<file path="src/rtl/elastic_pipe_pkg.sv">
// Shared helpers for the elastic pipeline: occupancy sizing and saturating add.
package elastic_pipe_pkg;

  // Bit width needed to hold values 0..n-1, never less than one bit.
  function automatic int clog2_safe(input int n);
    return (n <= 2) ? 1 : $clog2(n);
  endfunction

  // Unsigned add clamped to max_val; widths up to 32 bits are supported.
  function automatic logic [31:0] sat_add(input logic [31:0] a,
                                          input logic [31:0] b,
                                          input logic [31:0] max_val);
    logic [32:0] sum;
    sum = {1'b0, a} + {1'b0, b};
    return (sum > {1'b0, max_val}) ? max_val : sum[31:0];
  endfunction

endpackage

</file>
<file path="src/rtl/pipe_stage.sv">
// One elastic pipeline slot: a valid bit plus a payload register.
// Priority is reset, then kill (flush), then hold (stall), then advance.
module pipe_stage #(
  parameter int WIDTH = 32
) (
  input  logic             clk,
  input  logic             rst,
  input  logic             up_valid,
  input  logic [WIDTH-1:0] up_data,
  input  logic             adv,
  input  logic             kill,
  input  logic             hold,
  output logic             v,
  output logic [WIDTH-1:0] data
);

  logic             v_reg;
  logic [WIDTH-1:0] data_reg;

  // Slot register: take the upstream word whenever this slot is allowed to move.
  always_ff @(posedge clk) begin
    if (rst) begin
      v_reg    <= 1'b0;
      data_reg <= '0;
    end else if (kill) begin
      v_reg    <= 1'b0;
    end else if (!hold && adv) begin
      v_reg    <= up_valid;
      data_reg <= up_data;
    end
  end

  assign v    = v_reg;
  assign data = data_reg;

endmodule

</file>
<file path="src/rtl/elastic_pipe.sv">
// DEPTH-stage valid/ready pipeline with bubble collapsing, global stall and
// flush, a registered occupancy count and a saturating flush-drop counter.
module elastic_pipe
  import elastic_pipe_pkg::*;
#(
  parameter int WIDTH = 32,
  parameter int DEPTH = 4,
  parameter int CNTW  = 16
) (
  input  logic                               clk,
  input  logic                               rst,
  input  logic                               in_valid,
  output logic                               in_ready,
  input  logic [WIDTH-1:0]                   in_data,
  output logic                               out_valid,
  input  logic                               out_ready,
  output logic [WIDTH-1:0]                   out_data,
  input  logic                               stall,
  input  logic                               flush,
  output logic [clog2_safe(DEPTH+1)-1:0]     occupancy,
  output logic [CNTW-1:0]                    drop_count
);

  localparam int OCCW = clog2_safe(DEPTH + 1);

  logic [DEPTH-1:0] v;
  logic [WIDTH-1:0] data [DEPTH];
  logic [DEPTH:0]   rdy;
  logic             in_hs;
  logic             out_hs;
  logic [OCCW-1:0]  pop;
  logic [OCCW-1:0]  occupancy_reg, occupancy_next;
  logic [CNTW-1:0]  drop_count_reg, drop_count_next;

  // Ready ripples from the consumer back toward the input; an empty slot is
  // always ready, which is what lets bubbles collapse under backpressure.
  always_comb begin
    rdy[DEPTH] = out_ready;
    for (int k = DEPTH - 1; k >= 0; k--) begin
      rdy[k] = !v[k] | rdy[k+1];
    end
  end

  assign in_ready  = rdy[0] & !stall & !flush & !rst;
  assign out_valid = v[DEPTH-1] & !stall & !rst;
  assign out_data  = data[DEPTH-1];
  assign in_hs     = in_valid & in_ready;
  assign out_hs    = out_valid & out_ready;

  generate
    for (genvar gi = 0; gi < DEPTH; gi++) begin : g_stage
      logic             up_v;
      logic [WIDTH-1:0] up_d;
      if (gi == 0) begin : g_head
        assign up_v = in_hs;
        assign up_d = in_data;
      end else begin : g_body
        assign up_v = v[gi-1];
        assign up_d = data[gi-1];
      end
      pipe_stage #(.WIDTH(WIDTH)) u_stage (
        .clk      (clk),
        .rst      (rst),
        .up_valid (up_v),
        .up_data  (up_d),
        .adv      (rdy[gi]),
        .kill     (flush),
        .hold     (stall),
        .v        (v[gi]),
        .data     (data[gi])
      );
    end
  endgenerate

  // Count of valid slots, used for the flush drop tally and the sanity check.
  always_comb begin
    pop = '0;
    for (int k = 0; k < DEPTH; k++) begin
      pop = pop + OCCW'(v[k]);
    end
  end

  // Next-state for occupancy and drop counter; a word leaving during the
  // flush cycle is delivered, not dropped.
  always_comb begin
    occupancy_next  = occupancy_reg + OCCW'(in_hs) - OCCW'(out_hs);
    drop_count_next = drop_count_reg;
    if (flush) begin
      occupancy_next  = '0;
      drop_count_next = CNTW'(sat_add(32'(drop_count_reg),
                                      32'(pop - OCCW'(out_hs)),
                                      32'({CNTW{1'b1}})));
    end
  end

  // Counter registers.
  always_ff @(posedge clk) begin
    if (rst) begin
      occupancy_reg  <= '0;
      drop_count_reg <= '0;
    end else begin
      occupancy_reg  <= occupancy_next;
      drop_count_reg <= drop_count_next;
    end
  end

  // Occupancy must stay within range and agree with the valid bits.
  always_ff @(posedge clk) begin
    if (!rst) begin
      assert (occupancy_reg <= OCCW'(DEPTH) && occupancy_reg == pop);
    end
  end

  assign occupancy  = occupancy_reg;
  assign drop_count = drop_count_reg;

endmodule

</file>
<file path="config.mk">
export PLATFORM = sky130hd
export DESIGN_NAME = elastic_pipe
export DESIGN_NICKNAME = d
export VERILOG_FILES = /design/src/rtl/elastic_pipe_pkg.sv /design/src/rtl/pipe_stage.sv /design/src/rtl/elastic_pipe.sv
export SDC_FILE = /design/constraint.sdc
export NUM_CORES = 1
export LEC_CHECK = 0
export CAP_MARGIN = 20
export CORE_MARGIN = 3
export CORE_UTILIZATION = 50
export CTS_CLUSTER_SIZE = 28
export DETAILED_ROUTE_END_ITERATION = 10
export GPL_TIMING_DRIVEN = 0
export MAX_ROUTING_LAYER = met4
export PLACE_DENSITY = 0.74
export SLEW_MARGIN = 20
export SYNTH_ARGS = -nofsm -noshare
export SYNTH_HDL_FRONTEND = slang
export SYNTH_SLANG_ARGS = --single-unit
</file>
<file path="constraint.sdc">
create_clock -name clk -period 11.6 [get_ports clk]
set_clock_uncertainty 0.1 [all_clocks]
set_input_delay 1.16 -clock clk [delete_from_list [all_inputs] [get_ports clk]]
set_output_delay 1.16 -clock clk [all_outputs]
set_load 0.005 [all_outputs]
</file>
==> results.toml, run 1 <==
[worst_setup_path]
cp.arrival_ps = 7040
path_class = "in -> reg"
slowest_stage = "nor4_1"
critical_path.endpoint_type = "register"
slowest_delay_ps = 490
start_kind = "input pin"
critPathMaxFanout = 16
crit_top_cell = "ha_1"
crit_chain = "clkdlybuf4s50_1, clkbuf_1, nor4_1, ha_1, fa_1, inv_1, ha_1, inv_1, nand2_1, inv_1, ha_1, buf_4, a21oi_1, nor2_1, or3_1, nor2_1, o21a_1, o21bai_1, ha_1, nor3b_1, a21boi_4, buf_12, a211oi_2"
cp_data_required_time_ps = 11770

[sta]
slew_headroom_pct = 38.8
tns_ps = 0
setup_viol = 0
post-route-period-util_pct = 59.2
rsz0062_at_grt = "false"
worst_pin_slew_ps = 910
fin_crit_ps = 6870
hold_viol = 0
final-max-slew-violation-count = 0
fmax_mhz = 146

[layout]
drive_gt1_share_pct = 6.76
final-seq-area_um2 = 3020
stdcell_count = 1085
final_cell_mix = "nand2_1, dfxtp_1, a21oi_1"
layout.nets = 969
largest_reg_flops = 128
syn_to_final_growth_pct = 26.5
layout_commonest_cell = "nand2_1"
multiInputGateArea_um2 = 3070
fin_area_um2 = 8090
antenna_cells = 0
fillers = 1110

[worst_hold_path]
hp-class = "reg -> reg"

[detailed_routing]
vias = 5616
drt-pass1-iter-count = 5
drtIter0Drc = 394
postRouteWirelength_um = 15300
vias_per_cell = 5.18
wl_per_cell_um = 14.1
drc_errors = 0
postRouteAntennaNets = 0

[floorplanning]
ioPinCount = 91
fp-row-count = 40
die_w_um = 119
dieHeight_um = 119
start_util_pct = 52.2
core_um2 = 12300
die_area_um2 = 14200

[clock_network]
postCtsHoldBufs = 0
clock_latency_ps = 420
cts-resized-gates = 0
cts_buffer_depth = 2
cts_tree = "built"
cts.sinks = 151
postCtsSetupRepairBufs = 0
clkSlewWorstSetupHoldPaths_ps = 60
cts.htree.levels = 4
clockRootBuffer = "clkbuf_16"
cts_inserted_buffers = 17

[placed_design]
gp_congestion = 0.919
dpl_cell_area_um2 = 7510
dp_hpwl_um = 11400
dpl.cell_count = 1053
portBuffers = 90

[pwr]
ir_drop_v = 0.0000963
power_leakage_nw = 2.86
powerDensity_nw_per_um2 = 144

[job]
maxCapViolations = 0

[synthesis]
synth_cell_types = 49
synthFlopType = "dfxtp_1"
yosysTopAreaCellShare_pct = 47.3
yosysWarnings = 0
ys_ff_latch = 151
synth.area.top_cells = "dfxtp_1, nand2_1, a21oi_1, ha_1, a211oi_2"
ys_async_sr_fraction_pct = 0
synth_edf_count = 0
synth.avg_cell_area_um2 = 8.04
syn_nets = 860
synthCells = 795
syn_area_um2 = 6390
synth_area_leader_cell = "dfxtp_1"
ys_seq_area_share_pct = 47.3

[global_route]
antenna_found_initial = 0
grt_pass1_vias = 5484
grt_util_all_layers_pct = 23.1
grt_overflow = 0
grt_max_degree = 17
grt_pass1_wl_um = 25800

[status]
status = "complete, no violations"
## final cells by class
cell class	count	area share, %
buffer	48	2.92
clock buffer	22	5.74
multi-input combinational	579	38.0
timing repair buffer	90	11.1
inverter	17	0.789
sequential	151	37.4
tap	168	2.60
clock inverter	10	1.48
## routing by layer
| layer | part of all wire [%] | routed length [um] | track usage (%) |
|---|---|---|---|
| met1 | 45 | 6940 | 28.5 |
| met2 | 48 | 7380 | 37.2 |
| met4 | 1.9 | 299 | 9.27 |
| met5 | 0 | 0 | - |
| met3 | 4.7 | 720 | 4.70 |
## synthesized netlist by cell type (all sizes together), types with 2 or more instances
master	count
a211oi	15
a21o	7
a21oi	145
a31oi	4
and2	3
buf	12
clkbuf	34
dfxtp	151
dlygate4sd3	2
fa	4
ha	23
inv	17
nand2	270
nand2b	7
nand3	3
nand4	2
nor2	32
nor3	9
nor4	2
o211ai	3
o21a	3
o21ai	16
o21bai	5
o31ai	2
or2	2
xnor2	5
xor2	10
## worst max-delay path, delay by kind of cell
kind	cells	cell delay [ps]
compound gates	5	820
fa+ha+maj	5	1620
buf+inv	7	1720
simple gates	6	1690
## worst paths after layout
path                                                  from                                       end  slack (ps)  depth (start not counted)
setup / recovery                                       rst               drop_count[12]$_SDFFE_PP0P_        4730                         23
hold / removal    g_stage[2].u_stage.data[31]$_SDFFE_PP0P_  g_stage[3].u_stage.data[31]$_SDFFE_PP0P_         350                          2
setup reg to reg         g_stage[3].u_stage.v$_SDFFE_PP0P_               drop_count[12]$_SDFFE_PP0P_        5900                         22
hold reg to reg   g_stage[2].u_stage.data[31]$_SDFFE_PP0P_  g_stage[3].u_stage.data[31]$_SDFFE_PP0P_         350                          2
## through the flow
stage	power (mW)	setup slack [ps]	utilization, %	hold WS, ps
after floorplan	0.595	5850	-	330
after global placement	0.629	4460	61.2	338
after detailed placement	0.632	4350	61.2	344
after CTS	1.17	4760	66.0	349
after global routing	1.20	4350	66.0	368
final	1.16	4730	66.0	349
## report_power, final
| part | switching [mW] | internal (mW) | total (mW) |
|---|---|---|---|
| clock | 0.212 | 0.329 | 0.541 |
| sequential | 0.00732 | 0.530 | 0.537 |
| combinational | 0.0484 | 0.0360 | 0.0843 |
| total | 0.268 | 0.895 | 1.16 |
## cells by family (layout without fill, tap and decap cells)
group / count (synthesis) / after routing / synth area share [%]
buffers and inverters: 65 / 187 / 4.70
AND/OR/NAND/NOR: 334 / 334 / 21.0
flip-flops: 151 / 151 / 47.3
AO/OA/AOI/OAI: 203 / 203 / 19.2
XOR/XNOR: 15 / 15 / 2.05
adder cells (fa/ha/maj): 27 / 27 / 5.75
Note: power is estimated with default switching activity, not from simulation.
==> run 2, diff against run 1 <==
- CORE_UTILIZATION: 50 -> 49
- PLACE_DENSITY: 0.74 -> 0.76
- clock period: 11.6 -> 6.2 ns (I/O delays scaled with it)
==> run 2 against run 1 <==
Die area increased by 1.9%. Sequential share of layout area about the same. Critical path depth unchanged. Hold slack got worse by 3.4 ps. Final area about the same. First-iteration DRC count increased by 0.76%. Sequential power increased by 88%. Global-route usage decreased by 1.6 points. Via count decreased by 2.5%. Utilization decreased by 2.2 points. Flip-flop and latch count unchanged. Clock power increased by 77%. Highest routed layer unchanged.
==> results.toml, run 2 (same netlist as run 1, synthesis figures left out) <==
[placed_design]
dp_hpwl_um = 10900
place_ws_ps = -422
gp_congestion = 0.884
portBuffers = 90

[clock_network]
cts.htree.levels = 4
clock_latency_ps = 420
cts_buffer_depth = 2
clockRootBuffer = "clkbuf_16"
clkSlewWorstSetupHoldPaths_ps = 60
cts.sinks = 151
cts_inserted_buffers = 17
cts_tree = "built"

[global_route]
antenna_found_initial = 0
grt_util_all_layers_pct = 21.5
grt_pass1_vias = 5066
grt_max_degree = 17
grt_overflow = 0
grt_pass1_wl_um = 24100

[worst_setup_path]
cp_data_required_time_ps = 6370
path_class = "in -> reg"
crit_top_cell = "ha_1"
slowest_delay_ps = 460
path_buf_inv = 7
cp.arrival_ps = 5940
reg2reg_depth = 22
slowest_stage = "clkdlybuf4s50_1"
crit_chain = "clkdlybuf4s50_1, clkbuf_1, nor4_2, ha_1, fa_1, inv_1, ha_1, inv_1, nand2_1, clkinvlp_4, ha_1, buf_4, a21oi_1, nor2_1, or3_1, nor2_1, o21a_1, o21bai_1, ha_1, nor3b_2, a21boi_4, buf_12, a211oi_2"
critical_path.endpoint_type = "register"
timing.rr.start = "g_stage[3].u_stage.v$_SDFFE_PP0P_"
cpLargestDelayFamily = "buffers and inverters"
reg2reg_to = "drop_count[8]$_SDFFE_PP0P_"
critPathMaxFanout = 13
start_kind = "input pin"
rrSetupSlack_ps = 1010

[worst_hold_path]
hp-class = "reg -> reg"
hold_end = "g_stage[1].u_stage.data[2]$_SDFFE_PP0P_"
holdPathStages = 2
min_from = "g_stage[0].u_stage.data[2]$_SDFFE_PP0P_"

[detailed_routing]
drtIter0Drc = 397
postRouteAntennaNets = 0
drt-pass1-iter-count = 5
vias = 5476
drc_errors = 0
vias_per_cell = 5.04
wl_per_cell_um = 13.6
postRouteWirelength_um = 14800

[sta]
worst_pin_slew_ps = 806
final-max-slew-violation-count = 0
fmax_mhz = 174
setup_slack_ps = 439
whs_ps = 346
hold_viol = 0
rsz0062_at_grt = "false"
slew_headroom_pct = 45.8
post-route-period-util_pct = 92.9
setup_viol = 0
fin_crit_ps = 5760

[status]
status = "complete, no violations"

[floorplanning]
core_um2 = 12700
dieHeight_um = 120
die_area_um2 = 14500
start_util_pct = 50.5
ioPinCount = 91
die_w_um = 120
fp-row-count = 41

[pwr]
powerDensity_nw_per_um2 = 262
ir_drop_v = 0.000167
power_leakage_nw = 2.85

[layout]
layout.nets = 972
antenna_cells = 0
layout_commonest_cell = "nand2_1"
largest_reg_flops = 128
drive_gt1_share_pct = 7.10
final_cell_mix = "nand2_1, dfxtp_1, a21oi_1"
syn_to_final_growth_pct = 26.4

[job]
maxCapViolations = 0
==> run 2: power by group <==
part / switching [mW] / internal [mW]
clock network: 0.379 / 0.579
logic: 0.0903 / 0.0671
registers: 0.0133 / 0.992
total: 0.482 / 1.64
==> run 2: stage by stage <==
step                std cells  util [%]  cell area, um2  setup TNS, ps  power, mW
floorplan                 795         -            6390              0       1.11
global placement         1057      59.3            7510          -4520       1.18
detailed placement       1057      59.3            7510          -4880       1.18
CTS                      1084      63.5            8050              0       2.13
global route             1087      63.8            8090              0       2.19
finish                   1087      63.8            8090              0       2.12
==> run 2: worst max path at each step <==
stage,from,end,cells after the start
2_1_floorplan,stall,drop_count[11]$_SDFFE_PP0P_,22
3_3_place_gp,rst,drop_count[2]$_SDFFE_PP0P_,23
3_5_place_dp,rst,drop_count[8]$_SDFFE_PP0P_,23
4_1_cts,rst,drop_count[8]$_SDFFE_PP0P_,23
5_1_grt,rst,drop_count[11]$_SDFFE_PP0P_,23
6_report,rst,drop_count[8]$_SDFFE_PP0P_,23
==> run 2: final cells by class <==
cell class | count | area (um2)
Fill cell | 1132 | 4590
Inverter | 17 | 67.6
Clock inverter | 9 | 108
Multi-Input combinational cell | 579 | 3080
Tap cell | 172 | 215
Clock buffer | 18 | 429
Timing Repair Buffer | 93 | 923
Buffer | 48 | 236
Sequential cell | 151 | 3020
==> run 2: tightest hold or removal path, delay by kind of cell (launching register included) <==
kind,cells,cell delay [ps]
AOI/OAI and AO/OA,1,50
DFF,1,310
and+or+nand+nor,1,50
==> run 2: repair_timing <==
action	4_1_cts	5_1_grt
gates resized for setup	1	2
endpoints found under the setup margin	9	13
setup buffers	0	3
hold buffers	0	0
==> run 2: routing by layer <==
metal  part of all wire, %  track usage [%]  routed length (um)
met2                    49             36.2                7290
met5                     0                -                   0
met1                    43             25.3                6380
met3                   5.5             4.96                 813
met4                   2.4             7.86                 353
==> run 3, diff against run 2 <==
- SYNTH_HIERARCHICAL: default -> 1
==> run 3 against run 2 <==
Maximum frequency increased by 2.0%. Critical path depth decreased by 1. Non-clock buffer count increased by 3. Clock power about the same.
==> results.toml, run 3 <==
[status]
status = "complete, no violations"

[worst_setup_path]
reg2reg_to = "drop_count[8]$_SDFFE_PP0P_"
start_kind = "input pin"
timing.rr.start = "g_stage[3].u_stage/v$_SDFFE_PP0P_"
critPathMaxFanout = 10
reg2reg_depth = 21
path_class = "in -> reg"
cp.arrival_ps = 5830
rrSetupSlack_ps = 910
cp_data_required_time_ps = 6380
critical_path.endpoint_type = "register"

[sta]
whs_ps = 352
setup_slack_ps = 551
setup_viol = 0
fin_crit_ps = 5650
worst_pin_slew_ps = 595
final-max-slew-violation-count = 0
slew_headroom_pct = 60.2
hold_viol = 0
fmax_mhz = 177
post-route-period-util_pct = 91.1
rsz0062_at_grt = "false"

[global_route]
grt_util_all_layers_pct = 20.0
grt_max_degree = 18
grt_pass1_wl_um = 23000
grt_overflow = 0
grt_pass1_vias = 5017
antenna_found_initial = 0

[layout]
drive_gt1_share_pct = 8.04
largest_reg_flops = 128
layout.nets = 972
antenna_cells = 0
fillers = 1161
layout_commonest_cell = "nand2_1"
multiInputGateArea_um2 = 3080
final-seq-area_um2 = 3020
final_cell_mix = "nand2_1, dfxtp_1, a21oi_1"
syn_to_final_growth_pct = 26.1

[synthesis]
synthTopCellsByCount = "nand2_1, dfxtp_1, a21oi_1, ha_1, nor2_1"
synthMostInstantiatedCell = "nand2_1"
ys_async_sr_fraction_pct = 0
ys_ff_latch = 151
synth.avg_cell_area_um2 = 8.11
syn_area_um2 = 6470
synth.area.top_cells = "dfxtp_1, nand2_1, a21oi_1, ha_1, buf_6"
syn_nets = 863
synth_area_leader_cell = "dfxtp_1"
yosysTopAreaCellShare_pct = 46.7
ys_seq_area_share_pct = 46.7
synthCells = 798
synthFlopType = "dfxtp_1"
synth_cell_types = 50
yosysWarnings = 6
synth_edf_count = 0

[detailed_routing]
postRouteAntennaNets = 0
postRouteWirelength_um = 13800
drt-pass1-iter-count = 6
vias_per_cell = 4.97
drc_errors = 0
vias = 5424
drtIter0Drc = 309
wl_per_cell_um = 12.6

[floorplanning]
fp-row-count = 41
die_w_um = 121
core_um2 = 12800
ioPinCount = 91
die_area_um2 = 14600
dieHeight_um = 121
start_util_pct = 50.7

[clock_network]
cts_tree = "built"
cts_buffer_depth = 2
cts.htree.levels = 4
cts_inserted_buffers = 17
postCtsSetupRepairBufs = 0
clockRootBuffer = "clkbuf_16"
cts.sinks = 151
clkSlewWorstSetupHoldPaths_ps = 60
clock_latency_ps = 420

[pwr]
combPwrFrac_pct = 7.4
p_sw_mw = 0.491
ir_drop_v = 0.000167
powerDensity_nw_per_um2 = 259
p_int_mw = 1.62
power_leakage_nw = 3.03
clkPwrFrac_pct = 45.2
swShare_pct = 23.2
seqPwrFrac_pct = 47.5

[worst_hold_path]
min_from = "g_stage[3].u_stage/data[31]$_SDFFE_PP0P_"
hp-class = "reg -> reg"
hold_end = "g_stage[3].u_stage/data[31]$_SDFFE_PP0P_"
holdPathStages = 2

[placed_design]
portBuffers = 90
place_ws_ps = -431
dp_hpwl_um = 9940
gp_congestion = 0.880

[job]
maxCapViolations = 0
run 3: area by class of cell:
type | count | area share (%)
Tap cell | 172 | 2.64
Timing Repair Buffer | 90 | 11.1
Inverter | 17 | 0.782
Buffer | 54 | 3.97
Clock inverter | 11 | 1.24
Sequential cell | 151 | 37.0
Clock buffer | 21 | 5.52
Multi-Input combinational cell | 576 | 37.7
run 3: cells by family after synthesis:
| logic type | count (synthesis) | share of synthesized area (%) |
|---|---|---|
| DFF | 151 | 46.7 |
| AOI/OAI and AO/OA | 190 | 16.8 |
| and+or+nand+nor | 338 | 21.9 |
| xor gates and xnor gates | 16 | 2.16 |
| adders and majority gates | 27 | 5.68 |
| buffers and inverters | 71 | 5.99 |
| muxes | 5 | 0.831 |
run 3: timing repair:
item	4_1_cts	5_1_grt
endpoints found under the setup margin	3	13
hold buffers	0	0
gates resized for setup	1	2
hold endpoints to repair	0	0
run 3: worst max-delay path by stage:
stage               startpoint                     endpoint  cells past startpoint  slack, ps
floorplan                stall  drop_count[12]$_SDFFE_PP0P_                     20        800
global placement         stall  drop_count[12]$_SDFFE_PP0P_                     21       -720
detailed placement       stall  drop_count[13]$_SDFFE_PP0P_                     21       -430
CTS                      stall  drop_count[13]$_SDFFE_PP0P_                     22        190
global route               rst  drop_count[12]$_SDFFE_PP0P_                     22        190
finish                     rst   drop_count[8]$_SDFFE_PP0P_                     22        550
run 3: critical path, stage by stage:
cell,delay (ps)
clkdlybuf4s50_1,520
nor3b_1,300
and2_1,210
ha_1,250
fa_1,440
inv_1,70
ha_1,200
inv_1,70
fa_1,370
xnor2_1,150
ha_1,330
nor2b_1,170
o31ai_2,330
a211oi_2,130
or3_2,430
ha_1,280
nor2_1,120
and3_1,170
o31ai_1,90
mux2i_4,290
buf_6,210
a211oi_1,80
run 3: metal layers:
layer / vias up / wire length, um / global-route usage (%)
met5: - / 0 / -
met4: 0 / 208 / 7.08
met3: 21 / 568 / 4.71
met2: 90 / 6620 / 32.4
met1: 2444 / 6370 / 24.5
li1: 2869 / - / -
run 3: through the flow:
stage | TNS (ps) | utilization (%) | power [mW] | instances | area (um2)
after floorplan | 0 | - | 1.11 | 798 | 6470
after global placement | -10480 | 59.4 | 1.18 | 1060 | 7590
after detailed placement | -5760 | 59.4 | 1.18 | 1060 | 7590
after CTS | 0 | 63.8 | 2.13 | 1092 | 8150
after global routing | 0 | 63.9 | 2.20 | 1092 | 8160
final | 0 | 63.9 | 2.12 | 1092 | 8160
run 3: power by group through the flow:
stage                     Clock [mW]  Combinational [mW]  Sequential (mW)
final                          0.956               0.156             1.00
after global routing            1.02               0.175             1.01
after CTS                      0.971               0.158             1.00
after detailed placement           0               0.157             1.03
after global placement             0               0.155             1.02
after floorplan                    0              0.0902             1.02
